==> config.mk <==
export PLATFORM = sky130hd
export DESIGN_NAME = guess_solver_flat
export DESIGN_NICKNAME = d
export VERILOG_FILES = /design/src/rtl/guess_solver_if.sv /design/src/rtl/guess_solver.sv /design/src/flat_wrapper.sv
export SDC_FILE = /design/constraint.sdc
export NUM_CORES = 1
export LEC_CHECK = 0
export BUFFER_PORTS_ARGS = -buffer_cell sky130_fd_sc_hd__buf_2
export CAP_MARGIN = 20
export CORE_MARGIN = 3
export CORE_UTILIZATION = 40
export CTS_CLUSTER_DIAMETER = 200
export DETAILED_ROUTE_END_ITERATION = 6
export GPL_TIMING_DRIVEN = 1
export HOLD_SLACK_MARGIN = 0.1
export SYNTH_ARGS = -nofsm -noshare
export SYNTH_HDL_FRONTEND = slang
export SYNTH_SLANG_ARGS = --single-unit
==> constraint.sdc <==
create_clock -name MAX10_CLK1_50 -period 10.05 [get_ports MAX10_CLK1_50]
set_input_delay 1.005 -clock MAX10_CLK1_50 [delete_from_list [all_inputs] [get_ports MAX10_CLK1_50]]
set_output_delay 1.005 -clock MAX10_CLK1_50 [all_outputs]
set_load 0.02 [all_outputs]
==> src/rtl/guess_solver_if.sv <==
// guess_solver_if: handshake bundle between a code scorer and guess_solver.
//   start       : one-cycle pulse, begins a new game
//   fb_valid    : one-cycle pulse, feedback for the current guess is present
//   fb_black    : right digit, right position (0..4)
//   fb_white    : right digit, wrong position (0..4)
//   guess       : current guess, d0=[11:9] d1=[8:6] d2=[5:3] d3=[2:0], digits 0..6
//   guess_valid : guess is stable and awaiting feedback
//   busy        : search in progress
//   solved      : last feedback was black=4
//   fail        : limit reached, no consistent candidate, or illegal feedback
//   guess_count : feedbacks accepted in this game
// master = scorer side, slave = solver side.
interface guess_solver_if;
    logic        start;
    logic        fb_valid;
    logic [2:0]  fb_black;
    logic [2:0]  fb_white;
    logic [11:0] guess;
    logic        guess_valid;
    logic        busy;
    logic        solved;
    logic        fail;
    logic [3:0]  guess_count;

    modport master (
        output start, fb_valid, fb_black, fb_white,
        input  guess, guess_valid, busy, solved, fail, guess_count
    );

    modport slave (
        input  start, fb_valid, fb_black, fb_white,
        output guess, guess_valid, busy, solved, fail, guess_count
    );
endinterface

==> src/rtl/guess_solver.sv <==
// guess_solver: Mastermind-style code breaker over 4 digits in 0..6.
// Guesses the lowest base-7 code (d0 most significant) above the previous
// guess that is consistent with every recorded feedback, testing one
// (candidate, history entry) pair per clock.
// Ports:
//   MAX10_CLK1_50 : clock, rising edge
//   reset         : synchronous, active-high
//   bus           : guess_solver_if.slave (start/feedback in, guess/status out)
// Parameter:
//   MAX_GUESSES   : feedbacks allowed before giving up (1..15), also history depth
module guess_solver #(
    parameter int unsigned MAX_GUESSES = 10
) (
    input  logic          MAX10_CLK1_50,
    input  logic          reset,
    guess_solver_if.slave bus
);
    localparam int unsigned IDX_W     = (MAX_GUESSES > 1) ? $clog2(MAX_GUESSES) : 1;
    localparam logic [11:0] LAST_CODE = 12'o6666;

    typedef enum logic [2:0] {StIdle, StEmit, StStore, StSearch, StSolved, StFail} state_t;

    state_t      r_state;
    logic [11:0] r_guess;
    logic [3:0]  r_count;
    logic [2:0]  r_fb_black;
    logic [2:0]  r_fb_white;
    logic [11:0] r_cand;
    logic [3:0]  r_idx;

    logic [11:0] r_hist_guess [MAX_GUESSES];
    logic [2:0]  r_hist_black [MAX_GUESSES];
    logic [2:0]  r_hist_white [MAX_GUESSES];

    // Black/white score of two codes, packed as {black, white}.
    function automatic logic [5:0] score7(input logic [11:0] a, input logic [11:0] b);
        logic [2:0] blk;
        logic [2:0] tot;
        logic [2:0] na;
        logic [2:0] nb;
        blk = '0;
        tot = '0;
        for (int i = 0; i < 4; i++) begin
            if (a[i*3 +: 3] == b[i*3 +: 3]) blk = blk + 3'd1;
        end
        for (int v = 0; v < 7; v++) begin
            na = '0;
            nb = '0;
            for (int i = 0; i < 4; i++) begin
                if (a[i*3 +: 3] == 3'(v)) na = na + 3'd1;
                if (b[i*3 +: 3] == 3'(v)) nb = nb + 3'd1;
            end
            tot = tot + ((na < nb) ? na : nb);
        end
        return {blk, tot - blk};
    endfunction

    // Base-7 increment, d3 ([2:0]) least significant. Caller guards 6666.
    function automatic logic [11:0] inc7(input logic [11:0] c);
        logic [11:0] r;
        logic        carry;
        r     = c;
        carry = 1'b1;
        for (int i = 0; i < 4; i++) begin
            if (carry) begin
                if (r[i*3 +: 3] == 3'd6) begin
                    r[i*3 +: 3] = 3'd0;
                end else begin
                    r[i*3 +: 3] = r[i*3 +: 3] + 3'd1;
                    carry       = 1'b0;
                end
            end
        end
        return r;
    endfunction

    logic [3:0]       w_count_inc;
    logic [3:0]       w_count_m1;
    logic [IDX_W-1:0] w_rd_idx;
    logic [IDX_W-1:0] w_wr_idx;
    logic [5:0]       w_score;
    logic             w_match;
    logic             w_last_entry;
    logic [3:0]       w_fb_sum;

    assign w_count_inc  = r_count + 4'd1;
    assign w_count_m1   = r_count - 4'd1;
    assign w_rd_idx     = r_idx[IDX_W-1:0];
    assign w_wr_idx     = w_count_m1[IDX_W-1:0];
    assign w_score      = score7(r_cand, r_hist_guess[w_rd_idx]);
    assign w_match      = (w_score == {r_hist_black[w_rd_idx], r_hist_white[w_rd_idx]});
    assign w_last_entry = (r_idx == w_count_m1);
    assign w_fb_sum     = {1'b0, bus.fb_black} + {1'b0, bus.fb_white};

    // History is only ever read below r_count, so it carries no reset.
    always_ff @(posedge MAX10_CLK1_50) begin
        if (r_state == StStore) begin
            r_hist_guess[w_wr_idx] <= r_guess;
            r_hist_black[w_wr_idx] <= r_fb_black;
            r_hist_white[w_wr_idx] <= r_fb_white;
        end
    end

    always_ff @(posedge MAX10_CLK1_50) begin
        if (reset) begin
            r_state    <= StIdle;
            r_guess    <= '0;
            r_count    <= '0;
            r_fb_black <= '0;
            r_fb_white <= '0;
            r_cand     <= '0;
            r_idx      <= '0;
        end else if (bus.start) begin
            // start wins over fb_valid and aborts any state, even mid-search
            r_state <= StEmit;
            r_guess <= '0;
            r_count <= '0;
            r_idx   <= '0;
        end else begin
            case (r_state)
                StEmit: begin
                    if (bus.fb_valid) begin
                        r_count    <= w_count_inc;
                        r_fb_black <= bus.fb_black;
                        r_fb_white <= bus.fb_white;
                        if (bus.fb_black == 3'd4) begin
                            r_state <= StSolved;
                        end else if (w_fb_sum > 4'd4) begin
                            r_state <= StFail;
                        end else if (w_count_inc == 4'(MAX_GUESSES)) begin
                            r_state <= StFail;
                        end else begin
                            r_state <= StStore;
                        end
                    end
                end
                StStore: begin
                    r_idx <= '0;
                    if (r_guess == LAST_CODE) begin
                        r_state <= StFail;
                    end else begin
                        r_cand  <= inc7(r_guess);
                        r_state <= StSearch;
                    end
                end
                StSearch: begin
                    if (w_match) begin
                        if (w_last_entry) begin
                            r_guess <= r_cand;
                            r_state <= StEmit;
                        end else begin
                            r_idx <= r_idx + 4'd1;
                        end
                    end else if (r_cand == LAST_CODE) begin
                        r_state <= StFail;
                    end else begin
                        r_cand <= inc7(r_cand);
                        r_idx  <= '0;
                    end
                end
                default: ; // idle, solved and fail hold until start
            endcase
        end
    end

    assign bus.guess       = r_guess;
    assign bus.guess_valid = (r_state == StEmit);
    assign bus.busy        = (r_state == StStore) || (r_state == StSearch);
    assign bus.solved      = (r_state == StSolved);
    assign bus.fail        = (r_state == StFail);
    assign bus.guess_count = r_count;
endmodule

==> src/flat_wrapper.sv <==
// flat-port wrapper written by rule: the top's interface ports become plain ports
module guess_solver_flat 
#(
    parameter int unsigned MAX_GUESSES = 10
)
  (MAX10_CLK1_50, reset, bus_start, bus_fb_valid, bus_fb_black, bus_fb_white, bus_guess, bus_guess_valid, bus_busy, bus_solved, bus_fail, bus_guess_count);
  guess_solver_if bus_i ();
  input  logic MAX10_CLK1_50;
  input  logic reset;
  input wire logic [$bits(bus_i.start)-1:0] bus_start;
  input wire logic [$bits(bus_i.fb_valid)-1:0] bus_fb_valid;
  input wire logic [$bits(bus_i.fb_black)-1:0] bus_fb_black;
  input wire logic [$bits(bus_i.fb_white)-1:0] bus_fb_white;
  output wire logic [$bits(bus_i.guess)-1:0] bus_guess;
  output wire logic [$bits(bus_i.guess_valid)-1:0] bus_guess_valid;
  output wire logic [$bits(bus_i.busy)-1:0] bus_busy;
  output wire logic [$bits(bus_i.solved)-1:0] bus_solved;
  output wire logic [$bits(bus_i.fail)-1:0] bus_fail;
  output wire logic [$bits(bus_i.guess_count)-1:0] bus_guess_count;
  assign bus_i.start = bus_start;
  assign bus_i.fb_valid = bus_fb_valid;
  assign bus_i.fb_black = bus_fb_black;
  assign bus_i.fb_white = bus_fb_white;
  assign bus_guess = bus_i.guess;
  assign bus_guess_valid = bus_i.guess_valid;
  assign bus_busy = bus_i.busy;
  assign bus_solved = bus_i.solved;
  assign bus_fail = bus_i.fail;
  assign bus_guess_count = bus_i.guess_count;
  guess_solver #(.MAX_GUESSES(MAX_GUESSES)) u_core (.MAX10_CLK1_50(MAX10_CLK1_50), .reset(reset), .bus(bus_i));
endmodule
# Word-level counts from Yosys, hierarchy flattened
# Memory sizes are Yosys's and may differ from the RTL's. A register that Yosys moved wholly into a read port is not among the register bits.
# Index checks and enable logic that the tools add are counted.
dict set report totals {
  mem_bits_ro 0
  ramBits 180
  latchBits 0
  register_bits 41
  input_bits 10
  output_inout_bits 20
  wordCells 335
  mem_count 3
}
# memory depth word_bits rd rd_ports_with_merged_regs write_ports line_no
set memory_table {}
lappend memory_table {u_core.r_hist_guess 10 12 1 1 1 guess_solver.sv:31} ;# logic [11:0] r_hist_guess [MAX_GUESSES];
lappend memory_table {u_core.r_hist_black 10 3 1 1 1 guess_solver.sv:32} ;# logic [2:0] r_hist_black [MAX_GUESSES];
lappend memory_table {u_core.r_hist_white 10 3 1 1 1 guess_solver.sv:33} ;# logic [2:0] r_hist_white [MAX_GUESSES];
dict set report op_classes {
  mul 0
  n_addsub 64
  div_mod_pow 0
  shifts 0
  n_lt_le_gt_ge 8
  eq_ne 81
  bitwise 1
  mux 144
  reduce_logical 23
}
# operator count
set op_table {}
lappend op_table {{$mux W3} 74}
lappend op_table {{$add A3 B1 Y3 const B} 38}
lappend op_table {{$eq A3 B3 Y1 const B} 31}
lappend op_table {{$mux W1} 55}
lappend op_table {{$eq A3 B2 Y1 const B} 18}
lappend op_table {{$mux W12} 3}
lappend op_table {{$mux W4} 9}
lappend op_table {{$add A1 B1 Y2 const B} 15}
lappend op_table {{$eq A3 B1 Y1 const B} 9}
lappend op_table {{$eq A12 B12 Y1 const B} 2}
lappend op_table {{$logic_not A3 Y1} 8}
lappend op_table {{$pmux W12 S2} 1}
lappend op_table {{$lt A3 B3 Y1} 7}
lappend op_table {{$add A3 B3 Y3} 6}
lappend op_table {{$reduce_and A6 Y1} 3}
lappend op_table {{$eq A3 B3 Y1} 4}
lappend op_table {{$ne A3 B3 Y1 const B} 3}
lappend op_table {{$pmux W3 S3} 1}
lappend op_table {{$reduce_and A3 Y1} 3}
lappend op_table {{$add A4 B1 Y4 const B} 2}
lappend op_table {{$ne A2 B2 Y1 const B} 4}
lappend op_table {{$pmux W4 S2} 1}
lappend op_table {{$reduce_and A4 Y1} 2}
lappend op_table {{$eq A6 B6 Y1} 1}
lappend op_table {{19 further kinds} 21}

# Longest topological paths before layout
# Gate-level depths: netlist (run 1).
dict set report logic_depth {
  word_depth 38
  mapped_depth 41
  ltp_nobuf 34
}

# Least setup slack after synthesis (run 1)
# OpenSTA, ideal clock, no wires.
dict set report synth_timing {
  kind {reg2reg}
  start {register (tool-made name)}
  end {register u_core.r_state[2]}
  path_buffers 7
  required_ps 9933
  path_slack_ps 1370
  period_less_slack_ps 8680
  setup_ps 117
  path_stages_with_launch 36
  t_arrival_ps 8564
  cell_sequence {dfxtp_1 -> buf_6 -> buf_12 -> buf_12 -> buf_8 -> buf_6 -> buf_2 -> buf_2 -> mux4_2 -> a211oi_1 -> a21oi_1 -> nand2b_1 -> nor2_1 -> ha_1 -> xnor2_1 -> ha_1 -> mux2_2 -> inv_1 -> ha_1 -> o21ai_0 -> a21oi_1 -> nor2_1 -> mux2i_1 -> fa_1 -> fa_1 -> fa_1 -> inv_1 -> fa_1 -> xor2_1 -> or4_1 -> o311ai_1 -> nor3b_2 -> mux2_4 -> o22ai_2 -> or3_1 -> a22o_1}
}
# element line_no
set synth_rtl {}
lappend synth_rtl {{end signal, assigned} guess_solver.sv:106} ;# r_state <= StIdle;
lappend synth_rtl {{end signal, assigned} guess_solver.sv:115} ;# r_state <= StEmit;
lappend synth_rtl {{end signal, assigned} guess_solver.sv:127} ;# r_state <= StSolved;
lappend synth_rtl {{end, declared} guess_solver.sv:23} ;# state_t r_state;

==> results of run 1 <==
## metal layers
layer	track usage, %	vias to the layer above
li1	-	4113
met3	1.750	24
met1	25.75	4194
met4	3.247	0
met5	0	-
met2	31.38	178
## through the flow
stage	instances	setup WS, ps
after floorplan	1106	1370
after global placement	1557	1465
after detailed placement	1557	1348
after CTS	1601	1310
after global routing	1601	758.8
final	1602	1371
## state kept, by name, summed over array words and instances (netlist names), named ones only
name	flops
u_core.r_hist_guess	120
u_core.r_hist_black	30
u_core.r_fb_black	3
u_core.r_cand	12
u_core.bus.guess	12
u_core.r_state	3
u_core.r_fb_white	3
u_core.r_hist_white	30
u_core.bus.guess_count	4
u_core.r_idx	4
## final timing paths
| check | start | endpoint | cells after the start |
|---|---|---|---|
| max | flip-flop | u_core.bus.guess[0] | 29 |
| min | u_core.r_idx[2] | u_core.r_idx[2] | 2 |
| max reg2reg | flip-flop | u_core.bus.guess[0] | 29 |
| min reg2reg | u_core.r_idx[2] | u_core.r_idx[2] | 2 |
## worst max-delay path: cells and delay by family (launching register included)
kind            cells  cell delay [ps]
fa+ha+maj           7             2860
mux                 5             1680
simple gates        7             1440
compound gates      6             1110
flops               1              760
xor+xnor            2              560
buf+inv             2              110
## power groups by stage
stage | Combinational (mW) | Clock, mW | Sequential [mW]
floorplan | 0.0248 | 0 | 1.02
global placement | 0.0329 | 0 | 1.02
detailed placement | 0.0333 | 0 | 1.02
CTS | 0.0335 | 0.955 | 0.999
global route | 0.0376 | 0.995 | 0.999
finish | 0.0330 | 0.937 | 0.999
## cell families (layout without fill, tap and decap cells)
| family | Yosys count | count (layout) | synth area share [%] |
|---|---|---|---|
| xor gates and xnor gates | 91 | 91 | 6.307 |
| buffers and inverters | 120 | 180 | 4.025 |
| muxes | 113 | 113 | 11.32 |
| adders and majority gates | 92 | 92 | 9.379 |
| AOI/OAI and AO/OA | 180 | 180 | 9.706 |
| and+or+nand+nor | 285 | 285 | 10.73 |
| DFF | 225 | 225 | 48.53 |
| other | 0 | 1 | 0 |
## placed cells by master (no fill, tap or decap), types with 9 or more instances in the layout
cell,n
nand2_1,83
clkbuf_16,24
o21ai_0,36
mux4_2,25
dfxtp_1,44
nand4_1,11
xor2_1,31
nor2_1,63
edfxtp_1,180
nand3_1,23
ha_1,83
mux2i_1,71
buf_2,29
a211oi_1,10
and2_1,10
and3_1,9
nor2b_1,16
nor2_2,9
nand2b_1,10
mux2_2,15
fa_1,9
inv_1,81
xnor2_1,58
nor3_1,21
a21oi_1,49
buf_4,25
## area by class of cell
cell class	count	area [um^2]	share of cell area, %
Antenna cell	1	2.502	0.01719
Clock buffer	29	659.4	4.529
Clock inverter	15	207.7	1.427
Inverter	82	307.8	2.114
Multi-Input combinational cell	761	6195	42.55
Sequential cell	225	6310	43.34
Tap cell	435	544.3	3.738
Timing Repair Buffer	54	332.8	2.286
==> reports/summary.txt, run 1 <==
outcome -> completed
gr ovfl total -> 0
Worst-path clk slew -> 60 ps
Sink Count -> 225
metal2 WL -> 15170 um
Post-Syn Area per Cell -> 11.75 um^2
top-area cell type share of the netlist area -> 41.60%
RSZ-0062 raised after global routing -> no
vias in the first global route -> 8292
# resized after CTS -> 0
largest cells by area after synthesis -> edfxtp_1 42%, ha_1 8.0%, dfxtp_1 6.9%
Netlist Area Pre-Place -> 12990 um^2
Remaining DRCs -> 0
leakage -> 5.398 nW
Post-synth EDFFs -> 180
antenna viol nets, final -> 0
Sw Ratio -> 19.76%
die width -> 186.2 um
Startpoint Class -> flip-flop
port buffer count -> 29
Worst VDD drop -> 94.21 uV
Initial DRC Count -> 544
synth cell count leaders -> 180 x edfxtp_1, 83 x ha_1, 83 x nand2_1
pin count of the biggest net entering global routing -> 34
setup bufs post-CTS -> 0
M1 WL -> 14330 um
fin area -> 14560 um^2
Async S/R FF share, synth -> 0%
# rows -> 65
uppermost routed layer -> met4
synthesis-to-layout area growth -> 12.05%
Net Count, Synth -> 1208
library cells used by synthesis -> 83
die height -> 186.2 um
post-route minimum period -> 8679 ps
Tcrit/Tclk final -> 86.36%
PwrDens -> 135.3 nW/um^2
worst skew pair latency -> 530 ps
fill count -> 2921
routability cong. -> 0.8375
total wire length -> 31330 um
worst-margin pin slew -> 892.2 ps
Primary FF master, synth -> edfxtp_1
total power -> 1.970 mW
layout cells sized above 1 -> 15.52%
Comb pwr share -> 1.7%
R2R Setup Slk -> 1370 ps
number of antenna violations at the first check in global routing -> 1
Vias/cell -> 5.311
All-Layer GR Usage -> 18.30%
Max Buffers Root-to-Sink -> 3
yosys warns -> 0
root buf cell -> clkbuf_16
area leader, netlist -> edfxtp_1
drt pass-1 iters -> 5
Via Count -> 8509
Initial Util -> 40.86%
worst path required time -> 10450 ps
H-tree levels -> 1
WS Path Type -> flip-flop to flip-flop
Placed Area -> 13690 um^2
Setup Skew -> 15.19 ps
Worst Path Arrival -> 9080 ps
setup tns final -> 0 ps
Avg WL per Cell -> 19.56 um
hold slack -> 568.4 ps
critical path fanouts, max -> 33
Net count, final -> 1250
final setup violation count -> 0
first-pass GRT wire length -> 48330 um
CTS Buf Count -> 24
endpoints failing hold -> 0
Seq pwr share -> 50.7%
Slowest Stage Delay on Critical Path -> 760 ps
CP max-delay cell -> dfxtp_4
Worst Hold Class -> flip-flop to flip-flop
Yosys reg bits -> 225
WL met3 -> 1400 um
final slew viol count -> 0
critical path's most frequent cell -> fa_1
count leader, synth -> edfxtp_1
CTS tree -> yes
P_sw -> 389.2 uW
I/O pin cnt -> 30
# hold bufs at CTS -> 0
max-cap violation count -> 0
clock power share -> 47.6%
Placeable Area -> 31800 um^2
hpwl dp -> 22250 um
max_slew headroom -> 40.52%
Seq/Total Area, Yosys -> 48.53%
critical path capture point type -> flip-flop
Syn Inst Count -> 1106
internal cell power -> 1.580 mW
f_max -> 115.2 MHz
die area -> 34680 um^2
Finished Core Util -> 45.78%
Power figures use the tool's default switching activity.
==> inputs of run 2 (changes only) <==
Settings changed: ABC_AREA set to 1.
==> run 2 against run 1 <==
Combinational power is 69% higher. Largest power group unchanged. Non-clock buffer count shrank 5. Critical path depth grew 5.
==> reports/summary.txt, run 2 <==
outcome -> completed (unchanged)
f_max -> 118.4 MHz (was 115.2 MHz)
largest cells by area after synthesis -> edfxtp_1 41%, nand2_1 9.1%, ha_1 8.0% (was edfxtp_1 42%, ha_1 8.0%, dfxtp_1 6.9%)
most common cell after layout, fill and taps aside -> nand2_1 (was edfxtp_1)
count leader, synth -> nand2_1 (was edfxtp_1)
Register Area -> 6307 um^2 (was 6310 um^2)
Sink Count -> 225 (unchanged)
drt pass-1 iters -> 5 (unchanged)
CTS tree -> yes (unchanged)
die height -> 186.7 um (was 186.2 um)
Post-synth EDFFs -> 180 (unchanged)
All-Layer GR Usage -> 19.30% (was 18.30%)
# diodes -> 0 (was 1)
first-pass GRT wire length -> 53810 um (was 48330 um)
Net count, final -> 1595 (was 1250)
routability cong. -> 0.8868 (was 0.8375)
number of antenna violations at the first check in global routing -> 1 (unchanged)
Async S/R FF share, synth -> 0% (unchanged)
FF-to-FF path depth -> 34 (was 29)
critical path capture point type -> flip-flop (unchanged)
antenna viol nets, final -> 0 (unchanged)
Max Buffers Root-to-Sink -> 3 (unchanged)
H-tree levels -> 1 (unchanged)
dpl cells -> 1901 (was 1557)
library cells used by synthesis -> 58 (was 83)
Startpoint Class -> flip-flop (unchanged)
top-area cell type share of the netlist area -> 41.38% (was 41.60%)
worst path required time -> 10450 ps (about the same)
post-route non-filler standard cell count -> 1946 (was 1602)
Finished Core Util -> 45.57% (was 45.78%)
Hold Startpoint -> u_core.r_state[1] (was u_core.r_idx[2])
total wire length -> 33830 um (was 31330 um)
Initial Util -> 40.97% (was 40.86%)
CP max-delay cell -> buf_4 (was dfxtp_4)
I/O pin cnt -> 30 (unchanged)
setup tns final -> 0 ps (unchanged)
layout cells sized above 1 -> 9.332% (was 15.52%)
die width -> 186.7 um (was 186.2 um)
area leader, netlist -> edfxtp_1 (unchanged)
critical path's most frequent cell -> nand2_1 (was fa_1)
max FFs per register -> 120 (unchanged)
P_sw -> 410.4 uW (was 389.2 uW)
# hold bufs at CTS -> 0 (unchanged)
fill count -> 3116 (was 2921)
Tcrit/Tclk final -> 84.03% (was 86.36%)
port buffer count -> 29 (unchanged)
Remaining DRCs -> 0 (unchanged)
WS Path Type -> flip-flop to flip-flop (unchanged)
max_slew headroom -> 29.80% (was 40.52%)
Comb pwr share -> 2.8% (was 1.7%)
Slowest Stage Delay on Critical Path -> 740 ps (was 760 ps)
most frequent cells in the layout -> 317 x nand2_1, 180 x edfxtp_1, 173 x inv_1, 141 x nor2_1, 94 x nand3_1 (was 180 x edfxtp_1, 83 x nand2_1, 83 x ha_1, 81 x inv_1, 71 x mux2i_1)
hold path depth -> 2 (unchanged)
synth cell count leaders -> 317 x nand2_1, 180 x edfxtp_1, 173 x inv_1 (was 180 x edfxtp_1, 83 x ha_1, 83 x nand2_1)
Initial DRC Count -> 843 (was 544)
RSZ-0062 raised after global routing -> no (unchanged)
worst skew pair latency -> 540 ps (was 530 ps)
Post-Syn Area per Cell -> 8.909 um^2 (was 11.75 um^2)
Net Count, Synth -> 1568 (was 1208)
leakage -> 5.710 nW (was 5.398 nW)
multi-input logic area -> 5867 um^2 (was 6195 um^2)
yosys warns -> 0 (unchanged)
Worst Hold Class -> flip-flop to flip-flop (unchanged)
# rows -> 65 (unchanged)
hpwl dp -> 23500 um (was 22250 um)
Yosys reg bits -> 225 (unchanged)
Reg with most FFs -> u_core.r_hist_guess (unchanged)
final setup violation count -> 0 (unchanged)
pre-CTS setup slack -> 1681 ps (was 1348 ps)
Worst Setup Slack, final -> 1605 ps (was 1371 ps)
root buf cell -> clkbuf_16 (unchanged)
endpoints failing hold -> 0 (unchanged)
Setup Skew -> 20.06 ps (was 15.19 ps)
setup bufs post-CTS -> 0 (unchanged)
vias in the first global route -> 9728 (was 8292)
Seq pwr share -> 51.5% (was 50.7%)
Worst VDD drop -> 112.0 uV (was 94.21 uV)
final slew viol count -> 0 (unchanged)
clock power share -> 45.6% (was 47.6%)
Avg WL per Cell -> 17.38 um (was 19.56 um)
Sw Ratio -> 20.97% (was 19.76%)
PwrDens -> 134.7 nW/um^2 (was 135.3 nW/um^2)
hold slack -> 524.8 ps (was 568.4 ps)
Via Count -> 10098 (was 8509)
Placed Area -> 13710 um^2 (was 13690 um^2)
worst-margin pin slew -> 1052 ps (was 892.2 ps)
R2R Setup Slk -> 1600 ps (was 1370 ps)
fin area -> 14530 um^2 (was 14560 um^2)
RR Endpoint -> u_core.bus.guess[0] (unchanged)
total power -> 1.957 mW (was 1.970 mW)
# resized after CTS -> 0 (unchanged)
pin count of the biggest net entering global routing -> 93 (was 34)
critical path fanouts, max -> 92 (was 33)
CTS Buf Count -> 24 (unchanged)
internal cell power -> 1.546 mW (was 1.580 mW)
max-cap violation count -> 0 (unchanged)
Top Registers -> u_core.r_hist_guess (120), u_core.r_hist_black (30), u_core.r_hist_white (30) (unchanged)
hold endpoint -> u_core.r_state[1] (was u_core.r_idx[2])
Vias/cell -> 5.189 (was 5.311)
die area -> 34860 um^2 (was 34680 um^2)
synthesis-to-layout area growth -> 11.23% (was 12.05%)
Syn Inst Count -> 1466 (was 1106)
Netlist Area Pre-Place -> 13060 um^2 (was 12990 um^2)
Worst-path clk slew -> 60 ps (about the same)
post-route minimum period -> 8445 ps (was 8679 ps)
Seq/Total Area, Yosys -> 48.28% (was 48.53%)
Primary FF master, synth -> edfxtp_1 (unchanged)
gr ovfl total -> 0 (unchanged)
Worst Path Arrival -> 8850 ps (was 9080 ps)
Placeable Area -> 31880 um^2 (was 31800 um^2)
-- run 2: changes by cell type after synthesis, sizes merged, moves of 16 or more --
cell	change
xnor2	-27
buf	+16
nor2	+80
inv	+96
mux4	-25
nor2b	-16
a21oi	+19
mux2i	-64
nand2	+249
o21ai	+51
nand3	+76
-- run 2: cells by family (layout without fill, tap and decap cells) --
logic type | Yosys count | count (layout) | synth area share [%]
AOI/OAI and AO/OA | 214 | 214 | 9.397
xor gates and xnor gates | 61 | 61 | 4.090
buffers and inverters | 228 | 273 | 7.070
DFF | 225 | 225 | 48.28
muxes | 11 | 11 | 0.8717
adders and majority gates | 92 | 92 | 9.330
and+or+nand+nor | 635 | 635 | 20.96
-- run 2: layout make-up --
class                   count  area share (%)
clock inverters             8          0.8182
multi-input cells        1013           40.38
well taps                 435           3.746
clock buffers              36           4.720
flip-flops and latches    225           43.42
inverters                 180           4.694
repair buffers             49           2.222
-- run 2: worst max path at each step --
stage / endpoint / start / cells after the start / slack, ps
floorplan: flip-flop / flip-flop / 42 / 2730
global placement: u_core.bus.guess[11] / flip-flop / 34 / 1850
detailed placement: u_core.bus.guess[7] / flip-flop / 34 / 1680
CTS: u_core.bus.guess[2] / flip-flop / 34 / 1650
global route: u_core.bus.guess[2] / flip-flop / 34 / 730
finish: u_core.bus.guess[0] / flip-flop / 34 / 1600
-- run 2: per-layer routing --
layer	vias up	track usage, %	part of all wire (%)
met5	-	0	0
met4	0	4.943	2.2
met3	47	1.991	5.9
met2	285	31.88	46
met1	4811	27.32	46
li1	4955	-	-
-- run 2: critical path: cells and delay by family (launching register included) --
family / cells / cell delay [ps]
xor gates and xnor gates: 4 / 910
muxes: 1 / 200
buffers and inverters: 4 / 970
DFF: 1 / 330
adders and majority gates: 7 / 2840
AOI/OAI and AO/OA: 8 / 1500
and+or+nand+nor: 10 / 1510
-- run 2: power by group through the flow --
stage / Combinational (mW) / Sequential [mW] / Clock, mW
after global placement: 0.0551 / 1.03 / 0
after detailed placement: 0.0557 / 1.03 / 0
after global routing: 0.0638 / 1.01 / 0.948
final: 0.0557 / 1.01 / 0.893
after floorplan: 0.0398 / 1.02 / 0
after CTS: 0.0562 / 1.01 / 0.909
